**src/rtl/uart_pkg.sv**
```systemverilog
// Shared definitions for the UART receive path: FSM states and frame sizing.
package uart_pkg;

  // Shortest frame is 7 data bits plus the stop bit. The shift register
  // holds the longest frame: 8 data bits, parity and stop.
  localparam int unsigned MIN_BITS = 8;
  localparam int unsigned SR_W     = 10;

  typedef enum logic [1:0] {
    IDLE  = 2'd0,
    START = 2'd1,
    DATA  = 2'd2,
    DONE  = 2'd3
  } rx_state_t;

endpackage

```
**src/rtl/uart_rx_ctrl_remap.sv**
```systemverilog
// Right-justifies a received frame.
// The receiver shifts each sampled bit in at the top of the register, so a
// frame of N bits ends up in d_in[SR_W-1 -: N]. This block moves the frame
// down so that the first data bit lands at d_out[0].
module uart_rx_ctrl_remap
  import uart_pkg::*;
(
  input  logic [SR_W-1:0] d_in,
  input  logic            eight,
  input  logic            pen,
  output logic [SR_W-1:0] d_out
);

  // The shift amount is SR_W minus the frame length. It can be 0, 1 or 2.
  always_comb begin
    d_out = d_in;
    unique case ({eight, pen})
      2'b11:        d_out = d_in;
      2'b10, 2'b01: d_out = d_in >> 1;
      default:      d_out = d_in >> 2;
    endcase
  end

endmodule

```
**src/rtl/uart_rx_ctrl.sv**
```systemverilog
// UART receive-engine controller.
// It synchronizes rx and validates the start bit at mid-bit. It then samples
// each following bit at mid-bit and shifts it into a 10-bit register. The
// finished frame is latched as data plus parity, framing and overrun status.
module uart_rx_ctrl
  import uart_pkg::*;
#(
  parameter int unsigned BAUD_W = 19
) (
  input  logic              clk,
  input  logic              reset_n,
  input  logic              rx,
  input  logic [BAUD_W-1:0] baud_k,
  input  logic              eight,
  input  logic              pen,
  input  logic              ohel,
  input  logic              clr_rdy,
  output logic [7:0]        rx_data,
  output logic              rxrdy,
  output logic              perr,
  output logic              ferr,
  output logic              ovf
);

  rx_state_t         state, state_nxt;
  logic              rx_meta, rx_s;
  logic [BAUD_W-1:0] cnt;
  logic [3:0]        bit_cnt;
  logic [SR_W-1:0]   sr;
  logic              cfg_eight, cfg_pen;
  logic [SR_W-1:0]   d_out;

  logic [BAUD_W-1:0] half_k, last_k;
  logic              hit_half, hit_bit, last_bit;
  logic [3:0]        frame_bits;
  logic [7:0]        data;
  logic              par_bit, stop_bit, exp_par;

  // Two-flop synchronizer. It resets to the idle (high) line level.
  always_ff @(posedge clk or negedge reset_n) begin
    if (!reset_n) begin
      rx_meta <= 1'b1;
      rx_s    <= 1'b1;
    end else begin
      rx_meta <= rx;
      rx_s    <= rx_meta;
    end
  end

  // Terminal counts and frame length.
  always_comb begin
    half_k     = baud_k >> 1;
    last_k     = baud_k - BAUD_W'(1);
    hit_half   = (cnt == half_k);
    hit_bit    = (cnt == last_k);
    frame_bits = 4'(MIN_BITS) + {3'b000, cfg_eight} + {3'b000, cfg_pen};
    last_bit   = (bit_cnt == frame_bits - 4'd1);
  end

  // FSM state register.
  always_ff @(posedge clk or negedge reset_n) begin
    if (!reset_n) state <= IDLE;
    else          state <= state_nxt;
  end

  // Next-state logic. A start bit that reads high again at mid-bit is a
  // false start.
  always_comb begin
    state_nxt = state;
    case (state)
      IDLE:    if (!rx_s) state_nxt = START;
      START:   if (hit_half) state_nxt = rx_s ? IDLE : DATA;
      DATA:    if (hit_bit && last_bit) state_nxt = DONE;
      DONE:    state_nxt = IDLE;
      default: state_nxt = IDLE;
    endcase
  end

  // Bit-time counter, bit counter, shift register and per-frame config.
  always_ff @(posedge clk or negedge reset_n) begin
    if (!reset_n) begin
      cnt       <= '0;
      bit_cnt   <= '0;
      sr        <= '0;
      cfg_eight <= 1'b0;
      cfg_pen   <= 1'b0;
    end else begin
      case (state)
        IDLE: begin
          cnt     <= '0;
          bit_cnt <= '0;
          if (!rx_s) begin
            cfg_eight <= eight;
            cfg_pen   <= pen;
          end
        end
        START: cnt <= hit_half ? '0 : cnt + BAUD_W'(1);
        DATA: begin
          if (hit_bit) begin
            cnt     <= '0;
            sr      <= {rx_s, sr[SR_W-1:1]};
            bit_cnt <= bit_cnt + 4'd1;
          end else begin
            cnt <= cnt + BAUD_W'(1);
          end
        end
        default: begin
          cnt     <= '0;
          bit_cnt <= '0;
          sr      <= '0;
        end
      endcase
    end
  end

  uart_rx_ctrl_remap u_remap (
    .d_in  (sr),
    .eight (cfg_eight),
    .pen   (cfg_pen),
    .d_out (d_out)
  );

  // Pull data, parity and stop fields out of the right-justified frame.
  always_comb begin
    data     = cfg_eight ? d_out[7:0] : {1'b0, d_out[6:0]};
    par_bit  = cfg_eight ? d_out[8] : d_out[7];
    stop_bit = d_out[frame_bits - 4'd1];
    exp_par  = (^data) ^ ohel;
  end

  // Status registers. A completing frame always sets rxrdy. When clr_rdy
  // arrives in the same cycle, the read is of the older data, so no overrun
  // is flagged.
  always_ff @(posedge clk or negedge reset_n) begin
    if (!reset_n) begin
      rx_data <= '0;
      rxrdy   <= 1'b0;
      perr    <= 1'b0;
      ferr    <= 1'b0;
      ovf     <= 1'b0;
    end else if (state == DONE) begin
      rx_data <= data;
      perr    <= cfg_pen & (par_bit != exp_par);
      ferr    <= ~stop_bit;
      rxrdy   <= 1'b1;
      ovf     <= rxrdy & ~clr_rdy;
    end else if (clr_rdy) begin
      rxrdy <= 1'b0;
      ovf   <= 1'b0;
    end
  end

endmodule

```
**config.mk**
```make
export PLATFORM = sky130hd
export DESIGN_NAME = uart_rx_ctrl
export DESIGN_NICKNAME = d
export VERILOG_FILES = /design/src/rtl/uart_pkg.sv /design/src/rtl/uart_rx_ctrl_remap.sv /design/src/rtl/uart_rx_ctrl.sv
export SDC_FILE = /design/constraint.sdc
export NUM_CORES = 1
export LEC_CHECK = 0
export CORE_MARGIN = 3
export CORE_UTILIZATION = 60
export DETAILED_ROUTE_END_ITERATION = 16
export PLACE_DENSITY = 0.86
export SYNTH_ARGS = -nofsm -noshare
export SYNTH_HDL_FRONTEND = slang
export SYNTH_SLANG_ARGS = --single-unit
```
**constraint.sdc**
```tcl
create_clock -name clk -period 4.55 [get_ports clk]
set_input_delay 0.91 -clock clk [delete_from_list [all_inputs] [get_ports clk]]
set_output_delay 0.91 -clock clk [all_outputs]
set_load 0.05 [all_outputs]
```
Word level (Yosys, flattened, before mapping)
Index checks and enable logic that the tools add are counted.
{"block": "totals", "ff_bits": 51, "input_bits": 26, "output_inout_bits": 12, "word_cells": 72}
{"block": "op_classes", "n_addsub": 6, "n_lt_le_gt_ge": 1, "n_eq_ne": 14, "mux": 20, "bitwise_logic": 8, "reduce_logical": 10}
{"op": "10-bit one-hot mux with 2 select lines", "n": 2}
{"op": "19-bit 2-to-1 mux", "n": 2}
{"op": "19-bit one-hot mux with 2 select lines", "n": 1}
{"op": "19-bit by 1-bit adder with 19-bit output (second input constant)", "n": 1}
{"op": "19-bit by 18-bit == test with 1-bit output", "n": 1}
{"op": "19-bit == test", "n": 1}
{"op": "19-bit by 1-bit subtractor with 19-bit output (second input constant)", "n": 1}
{"op": "10-bit 2-to-1 mux", "n": 1}
{"op": "2-bit == test (second input constant)", "n": 4}
{"op": "2-bit 2-to-1 mux", "n": 4}
{"op": "8-bit 2-to-1 mux", "n": 1}
{"op": "2-bit inequality test (second input constant)", "n": 4}
{"op": "2-bit one-hot mux with 4 select lines", "n": 1}
{"op": "4-bit one-hot mux with 2 select lines", "n": 1}
{"op": "8-bit parity", "n": 1}
{"op": "2-bit AND reduction", "n": 3}
{"op": "4-bit by 5-bit < comparator with 1-bit output (second input constant)", "n": 1}
{"op": "1-bit 2-to-1 mux", "n": 5}
{"op": "1-bit inverter", "n": 5}
{"op": "4-bit by 1-bit adder with 4-bit output", "n": 1}
{"op": "4-bit by 1-bit adder with 4-bit output (first input constant)", "n": 1}
{"op": "4-bit by 1-bit adder with 4-bit output (second input constant)", "n": 1}
{"op": "1-bit binary-select mux with 4-bit select", "n": 1}
{"op": "2-bit by 1-bit == test with 1-bit output (second input constant)", "n": 2}
{"op": "other kinds (11)", "n": 13}

Logic depth before layout (Yosys ltp)
{"block": "depth", "ltp_word": 8, "depth_mapped": 11, "depth_no_buf": 10}

Modules after synthesis
From an unflattened synthesis, not the netlist that was laid out.
{"block": "unflattened", "cells_unflattened": 427, "area_unflattened_um2": 3728.6}
{"module": "uart_rx_ctrl", "instances": 1, "cells_per_inst": 393, "area_each_um2": 3518.4, "seq_area_each_um2": 1278.7}
{"module": "uart_rx_ctrl_remap", "instances": 1, "cells_per_inst": 34, "area_each_um2": 210.2, "seq_area_each_um2": 0.0}

Least setup slack after synthesis
Ideal clock, no wire load.
{"block": "synth_path", "kind": "in2reg", "start": "input port baud_k[11]", "end": "register cnt[2]", "setup_time_ns": 0.119, "arrival_ns": 3.140, "required_time_ns": 4.431, "path_slack_ns": 1.291, "cell_stages": 9, "path_buffers": 2, "cell_sequence": "buf_6 -> or4_1 -> or4_1 -> or3_1 -> a22oi_2 -> nand4_4 -> a31oi_4 -> buf_4 -> nor2_1"}
{"block": "synth_via", "elab_chain_cells": 4, "elab_cells_between_ends": 6, "cone_classes": "add/sub: 1; eq/ne: 2; mux: 3"}
{"item": "start: declaration", "line_no": "uart_rx_ctrl.sv:13", "text": "input logic [BAUD_W-1:0] baud_k,"}
{"item": "19-bit by 1-bit subtractor with 19-bit output", "line_no": "uart_rx_ctrl.sv:53", "text": "last_k = baud_k - BAUD_W'(1);"}
{"item": "19-bit == test", "line_no": "uart_rx_ctrl.sv:55", "text": "hit_bit = (cnt == last_k);"}
{"item": "19-bit 2-to-1 mux", "line_no": "uart_rx_ctrl.sv:99", "text": "if (hit_bit) begin"}
{"item": "19-bit one-hot mux with 2 select lines (*)", "line_no": "uart_rx_ctrl.sv:88", "text": "case (state)"}
{"item": "end signal: assignment", "line_no": "uart_rx_ctrl.sv:97", "text": "START: cnt <= hit_half ? '0 : cnt + BAUD_W'(1);"}
{"item": "end signal: assignment", "line_no": "uart_rx_ctrl.sv:104", "text": "cnt <= cnt + BAUD_W'(1);"}
{"item": "end: declaration", "line_no": "uart_rx_ctrl.sv:27", "text": "logic [BAUD_W-1:0] cnt;"}
Every way passes the cells marked *; elsewhere a longest branch is shown, timed or not.
A chain may end at the register's enable or synchronous reset.

Worst setup path after layout
{"block": "layout_path", "start": "input port baud_k[0]", "end": "register sr[4]"}
{"block": "layout_via", "elab_chain_cells": 4}
{"item": "19-bit by 1-bit subtractor with 19-bit output", "line_no": "uart_rx_ctrl.sv:53"}
{"item": "19-bit == test", "line_no": "uart_rx_ctrl.sv:55"}
{"item": "2-bit inequality test (no line)"}
{"item": "2-bit AND reduction (no line)"}
{"item": "end signal: assignment", "line_no": "uart_rx_ctrl.sv:101", "text": "sr <= {rx_s, sr[SR_W-1:1]};"}
{"item": "end: declaration", "line_no": "uart_rx_ctrl.sv:29", "text": "logic [SR_W-1:0] sr;"}
No other way between the ends.

==> report_table.html <==
<table>
<tr><th>Metric</th><th>Value</th></tr>
<tr><th colspan="2">Status</th></tr>
<tr><td>Outcome</td><td>completed</td></tr>
<tr><th colspan="2">STA</th></tr>
<tr><td>Max Clock Skew</td><td>0.0160 ns</td></tr>
<tr><td>Transition time at the pin with the least slew margin</td><td>1.12 ns</td></tr>
<tr><td>Hold Fails Final Rpt</td><td>0</td></tr>
<tr><td>Final worst path period share</td><td>0.829</td></tr>
<tr><td>F_max</td><td>~0.27 GHz</td></tr>
<tr><td>Remaining max-slew budget at the tightest pin</td><td>0.253</td></tr>
<tr><td>Final setup violation count</td><td>0</td></tr>
<tr><td>Total negative slack for setup checks</td><td>0 ns</td></tr>
<tr><td>RSZ-0062 raised after global routing</td><td>no</td></tr>
<tr><td>Post-layout min period</td><td>around 3.8 ns</td></tr>
<tr><td>Final slew viol count</td><td>0</td></tr>
<tr><td>Hold WS</td><td>between 0.3 and 0.4 ns</td></tr>
<tr><th colspan="2">Route</th></tr>
<tr><td>Vias</td><td>about 3.2k</td></tr>
<tr><td>Initial DRT Pass Iterations</td><td>5</td></tr>
<tr><td>DRC violations left</td><td>0</td></tr>
<tr><td>DRT antenna net count</td><td>0</td></tr>
<tr><td>Routed length per instance</td><td>between 15 and 20 um</td></tr>
<tr><td>First-iteration detailed-routing DRC count</td><td>316</td></tr>
<tr><td>Via density per instance</td><td>6.13</td></tr>
<tr><td>Total Wirelength</td><td>8620 um</td></tr>
<tr><th colspan="2">Logic synthesis</th></tr>
<tr><td>Post-synthesis cell area</td><td>~0.0037 mm2</td></tr>
<tr><td>Predominant post-synthesis flop cell</td><td>dfrtp_1</td></tr>
<tr><td>Syn avg cell area</td><td>8.66 um2</td></tr>
<tr><td>Async SR Flop Fraction</td><td>1.00</td></tr>
<tr><td>Top cell type by total area after synthesis</td><td>dfrtp_1</td></tr>
<tr><td>Fraction of post-synthesis cell area in the top cell type by area</td><td>0.331</td></tr>
<tr><td>Ranking of synthesized cells by area</td><td>dfrtp_1, xor2_1, xnor2_1, nor2_1, nand2_1</td></tr>
<tr><td>Unique cell type count in the Yosys netlist</td><td>61</td></tr>
<tr><td>Post-synthesis sequential area ratio</td><td>0.346</td></tr>
<tr><td>Cell count after synthesis</td><td>427</td></tr>
<tr><td>List of most frequent post-synthesis cells</td><td>dfrtp_1, nor2_1, nand2_1, xor2_1, xnor2_1</td></tr>
<tr><td>Number of synthesized flops with an enable pin</td><td>0</td></tr>
<tr><td>Synthesized flop and latch total</td><td>51</td></tr>
<tr><td>Leading cell type by number of instances after synthesis</td><td>dfrtp_1</td></tr>
<tr><td>Yosys synthesis warning count</td><td>0</td></tr>
<tr><td>Post-synth net total</td><td>462</td></tr>
<tr><th colspan="2">Setup path</th></tr>
<tr><td>Crit-path leading delay family</td><td>simple AND/OR/NAND/NOR gates</td></tr>
<tr><td>Kind of launch point of the worst setup path</td><td>primary input</td></tr>
<tr><td>Type of destination of the critical path</td><td>flop</td></tr>
<tr><td>Worst path bufs/invs</td><td>2</td></tr>
<tr><td>Worst setup path endpoint</td><td>sr[4]</td></tr>
<tr><td>Worst Reg-to-Reg Cells</td><td>8</td></tr>
<tr><td>Minimum setup slack among reg-to-reg paths</td><td>1.81 ns</td></tr>
<tr><td>Critical R2R Capture</td><td>bit_cnt[3]</td></tr>
<tr><td>Worst r2r src</td><td>cnt[12]</td></tr>
<tr><td>Depth of the critical timing path with buffers and inverters included</td><td>11</td></tr>
<tr><td>Max incr delay on CP</td><td>0.67 ns</td></tr>
<tr><td>Chain of cells forming the critical path</td><td>clkdlybuf4s50_1 &gt; inv_1 &gt; ha_1 &gt; nor2b_1 &gt; nand3_1 &gt; or4b_2 &gt; a22oi_2 &gt; nand2_1 &gt; nand4b_1 &gt; a21o_1 &gt; a32o_1</td></tr>
<tr><td>Critical path required time</td><td>4.75 ns</td></tr>
<tr><td>Maximum fanout along the worst path</td><td>7</td></tr>
<tr><td>Data arrival at the endpoint of the critical path</td><td>3.97 ns</td></tr>
<tr><td>Critical path startpoint</td><td>baud_k[0]</td></tr>
<tr><td>Path type of the worst setup path</td><td>in -&gt; reg</td></tr>
<tr><td>Slowest-stage cell, CP</td><td>or4b_2</td></tr>
<tr><th colspan="2">Min path</th></tr>
<tr><td>Kind of path behind the tightest hold check</td><td>reg -&gt; reg</td></tr>
<tr><td>Count of cells along the worst hold path</td><td>0</td></tr>
<tr><th colspan="2">Final layout</th></tr>
<tr><td>Filler cell count</td><td>about 420</td></tr>
<tr><td>Final standard cell utilization of the core</td><td>0.729</td></tr>
<tr><td>Combined area of the multi-input logic cells</td><td>0.00224 mm2</td></tr>
<tr><td>Final Net Count</td><td>486</td></tr>
<tr><td>Ratio of cells with drive above 1 in the final layout</td><td>0.0664</td></tr>
<tr><td>FF+latch area</td><td>0.00128 mm2</td></tr>
<tr><td>Antenna diodes</td><td>0</td></tr>
<tr><td>Syn-to-layout area delta</td><td>13.2%</td></tr>
<tr><td>Final instance count without filler cells</td><td>524</td></tr>
<tr><th colspan="2">Global route</th></tr>
<tr><td>Maximum number of pins on one net before global-route repair</td><td>52</td></tr>
<tr><td>Residual overflow from global routing</td><td>0</td></tr>
<tr><td>Number of antenna violations at the first check in global routing</td><td>0</td></tr>
<tr><td>Vias in the first global route</td><td>just under 3k</td></tr>
<tr><td>Total GRT Usage</td><td>0.255</td></tr>
<tr><td>Wire length of the first global-routing pass</td><td>14800 um</td></tr>
<tr><th colspan="2">Pwr</th></tr>
<tr><td>Leakage</td><td>1.69 nW</td></tr>
<tr><td>Cell Pwr Density</td><td>370 mW/mm2</td></tr>
<tr><td>Overall power</td><td>1.55 mW</td></tr>
<tr><td>VDD IR max</td><td>0.000275 V</td></tr>
<tr><th colspan="2">Place</th></tr>
<tr><td>Final weighted congestion in routability-driven placement</td><td>1.02</td></tr>
<tr><td>Number of cells after detailed placement</td><td>just over 500</td></tr>
<tr><td>Placed wire-length estimate after detailed placement</td><td>between 6000 and 7000 um</td></tr>
<tr><td>Number of buffers inserted by port buffering</td><td>37</td></tr>
<tr><th colspan="2">Job</th></tr>
<tr><td>Max-capacitance violation count</td><td>0</td></tr>
<tr><th colspan="2">CTS</th></tr>
<tr><td>Worst-skew pair later-pin latency</td><td>0.32 ns</td></tr>
<tr><td>CTS Hold Bufs</td><td>0</td></tr>
<tr><td>CTS max path bufs</td><td>2</td></tr>
<tr><td>Number of buffers created by CTS</td><td>5</td></tr>
<tr><td>Cell at the root of the clock tree</td><td>clkbuf_8</td></tr>
<tr><td>Count of buffers added by post-CTS timing repair for setup</td><td>0</td></tr>
<tr><td>TritonCTS clock tree</td><td>done</td></tr>
<tr><td>CTS resizes</td><td>0</td></tr>
<tr><td>H-tree depth</td><td>2</td></tr>
<tr><td>Clock sink total</td><td>51</td></tr>
<tr><td>Clk pin slew, worst setup/hold paths</td><td>0.09 ns</td></tr>
<tr><th colspan="2">Floorplan</th></tr>
<tr><td>Die Footprint</td><td>0.00714 mm2</td></tr>
<tr><td>Starting density of the core</td><td>0.644</td></tr>
<tr><td>Vertical die dimension</td><td>84.5 um</td></tr>
<tr><td>Die Width</td><td>84.5 um</td></tr>
<tr><td>Standard-cell row count</td><td>27</td></tr>
<tr><td>Number of top-level design ports</td><td>38</td></tr>
<tr><td>Total core area</td><td>0.00574 mm2</td></tr>
</table>
## registers in the layout, summed over array words and instances (netlist names), named ones only
name	count
cfg_pen	1
cfg_eight	1
state	1
rx_meta	1
perr	1
rxrdy	1
rx_data	8
ferr	1
ovf	1
rx_s	1
bit_cnt	4
sr	10
cnt	19
## power breakdown
part / switching [mW] / internal (mW)
Sequential: 0.0460 / 0.499
Combinational: 0.456 / 0.265
Clock: 0.158 / 0.124
## worst min-delay path by stage
stage / start / endpoint
after floorplan: rx_meta / rx_s
after global placement: rx_meta / rx_s
after detailed placement: rx_meta / rx_s
final: rx_meta / rx_s
after CTS: rx_meta / rx_s
after global routing: rx_meta / rx_s
## per-stage QoR
stage | worst slack [ns] | cell area [um2]
6_report | 0.779 | 4190
4_1_cts | 0.834 | 4190
3_3_place_gp | 0.624 | 4090
5_1_grt | 0.673 | 4190
3_5_place_dp | 0.502 | 4090
2_1_floorplan | 1.29 | 3700
## area by class of cell
class                   count  area share
well taps                  72      0.0215
clock buffers               6      0.0197
inverters                  17      0.0152
clock inverters             2     0.00388
repair buffers             42      0.0992
multi-input cells         334       0.535
flip-flops and latches     51       0.305
## logic make-up after synthesis
logic type / synth area share
flops: 0.346
compound gates: 0.137
simple gates: 0.251
xor+xnor: 0.156
fa+ha+maj: 0.0304
buf+inv: 0.0484
mux: 0.0315
## layer usage
metal	vias to the layer above	part of all wire	global-route usage	routed length, um
met3	17	0.060	0.0540	521
met5	-	0	0	0
met1	1556	0.47	0.377	4030
li1	1554	-	-	-
met2	87	0.46	0.385	3940
met4	0	0.014	0.0518	121
## cells in the final DEF (no fill, tap or decap), types with 10 or more instances in the layout
cell,netlist,final
dfrtp_1,49,49
inv_1,17,17
a21oi_1,12,12
nand2_1,38,38
xor2_1,38,38
o21ai_0,16,16
clkdlybuf4s50_1,0,36
nor3_1,10,10
xnor2_1,28,28
nand3_1,26,26
nor2_1,47,47
Power figures use the tool's default switching activity.
==> edit: new RTL, config.mk and constraints unchanged <==
The package constant `SR_W` goes from 10 to 11.
--- a/src/rtl/uart_pkg.sv
+++ b/src/rtl/uart_pkg.sv
@@ -4,7 +4,7 @@
   // Shortest frame is 7 data bits plus the stop bit. The shift register
   // holds the longest frame: 8 data bits, parity and stop.
   localparam int unsigned MIN_BITS = 8;
-  localparam int unsigned SR_W     = 10;
+  localparam int unsigned SR_W     = 11;
 
   typedef enum logic [1:0] {
     IDLE  = 2'd0,
Check against the original RTL: no difference found for any inputs over 10 cycles, from zero or initial values and one cycle with reset_n low; that may be too few to reach the edited logic, so the function may still have changed.
==> edit against the unedited design <==
Fmax is 3.4% lower; sequential cell count is 1 higher; wire length is 0.27% higher; sequential share of layout area is 0.65 points higher; worst setup slack worse by 130 ps; total power is 1.0% higher; synthesized area is 0.64% higher; design area is 0.18% lower; critical path depth is 2 lower; worst hold slack hardly changed; synthesized cell count is 4.0% lower; final cell count is 3.4% lower; critical endpoint is now sr[9]$_DFFE_PN0P_.
==> edit: results (changes against the unedited design) <==
[global_route]
grt_pass1_wl_um = 14900  ; was 14800 um
grt_max_degree = 53  ; was 52
grt_usage_pct = 25.5  ; about the same

[route]
drt_iter0_markers = 297  ; was 316
viasPerCell = 6.18  ; was 6.13

[synth]
synth_nets = 445  ; was 462
netlist_top_cells_area = dfrtp_1, xnor2_1, xor2_1, and3_1, mux2i_1  ; was dfrtp_1, xor2_1, xnor2_1, nor2_1, nand2_1
synth_common_cells = dfrtp_1, xnor2_1, xor2_1  ; was dfrtp_1, nor2_1, nand2_1, xor2_1, xnor2_1

[worst_setup_path]
crit_end = sr[9]$_DFFE_PN0P_  ; was sr[4]$_DFFE_PN0P_
cp_slowest_stage_delay_ps = 620  ; was 670 ps
reg2reg_slack_ps = 1520  ; was 1810 ps
crit_fanout = 9  ; was 7
arrival_ps = 4120  ; was 3970 ps
cp_slowest_cell = or4_4  ; was or4b_2
crit-reg2reg-launch = cnt[7]$_DFF_PN0_  ; was cnt[12]$_DFF_PN0_

[timing]
skew_ps = 14.8  ; was 16.0 ps
hold_slack_ps = 362  ; was 361 ps
slew_headroom_pct = 53.2  ; was 25.3%

[cells_and_area]
largest_registers = cnt (19), sr (11), rx_data (8)  ; was cnt (19), sr (10), rx_data (8)
layout.nets = 465  ; was 486
drive_gt1_share_pct = 7.42  ; was 6.64%

[power_and_ir_drop]
seqPwrFrac_pct = 34.4  ; was 35.2%
p_leak_nw = 1.80  ; was 1.69 nW
switching_share_pct = 41.7  ; was 42.6%
combPwrFrac_pct = 44.6  ; was 46.6%
ir_drop_mv = 0.274  ; was 0.275 mV

[placed_design]
place.gp.congestion = 0.916  ; was 1.02
dpl.hpwl_um = 6300  ; was 6380 um

[clock_tree]
cts_htree_levels = 2  ; unchanged

[status]
status = complete, no violations  ; unchanged

edit: cell count changes after synthesis, sizes merged, moves of 8 or more:
cell | unedited run | this run
xnor2 | 28 | 41
nand2 | 38 | 24
nor2 | 47 | 22
and3 | 6 | 23
xor2 | 38 | 28
mux2i | 6 | 14
edit: cell families after synthesis:
logic type / count (synthesis) / synth area share, %
xor+xnor: 69 / 16.2
mux: 16 / 4.37
compound gates: 72 / 13.7
simple gates: 140 / 21.3
fa+ha+maj: 9 / 3.02
buf+inv: 52 / 6.35
flops: 52 / 35.0
edit: through the flow:
| stage | total power [W] | area (sq um) | util (%) | instances | worst slack, ps |
|---|---|---|---|---|---|
| 2_1_floorplan | 0.00106 | 3720 | - | 410 | 1080 |
| 3_3_place_gp | 0.00121 | 4070 | 68.3 | 498 | 424 |
| 3_5_place_dp | 0.00123 | 4070 | 68.3 | 498 | 363 |
| 4_1_cts | 0.00156 | 4180 | 70.2 | 506 | 696 |
| 5_1_grt | 0.00166 | 4180 | 70.2 | 506 | 456 |
| 6_report | 0.00156 | 4180 | 70.2 | 506 | 647 |
edit: area by class of cell:
| type | count | area [sq um] | share of cell area, % |
|---|---|---|---|
| clock inverter | 3 | 46.3 | 1.11 |
| inverter | 24 | 90.1 | 2.15 |
| tap | 75 | 93.8 | 2.24 |
| timing repair buffer | 41 | 395 | 9.46 |
| multi-input combinational | 306 | 2180 | 52.2 |
| sequential | 52 | 1300 | 31.2 |
| clock buffer | 5 | 68.8 | 1.65 |
edit: routing by layer:
metal | global-route usage, % | part of all wire [%] | vias to the layer above | wire length [um]
met5 | 0 | 0 | - | 0
met4 | 9.06 | 2.1 | 0 | 180
met3 | 3.43 | 4.5 | 15 | 389
met2 | 39.2 | 46 | 106 | 4000
met1 | 36.9 | 47 | 1517 | 4070
li1 | - | - | 1487 | -
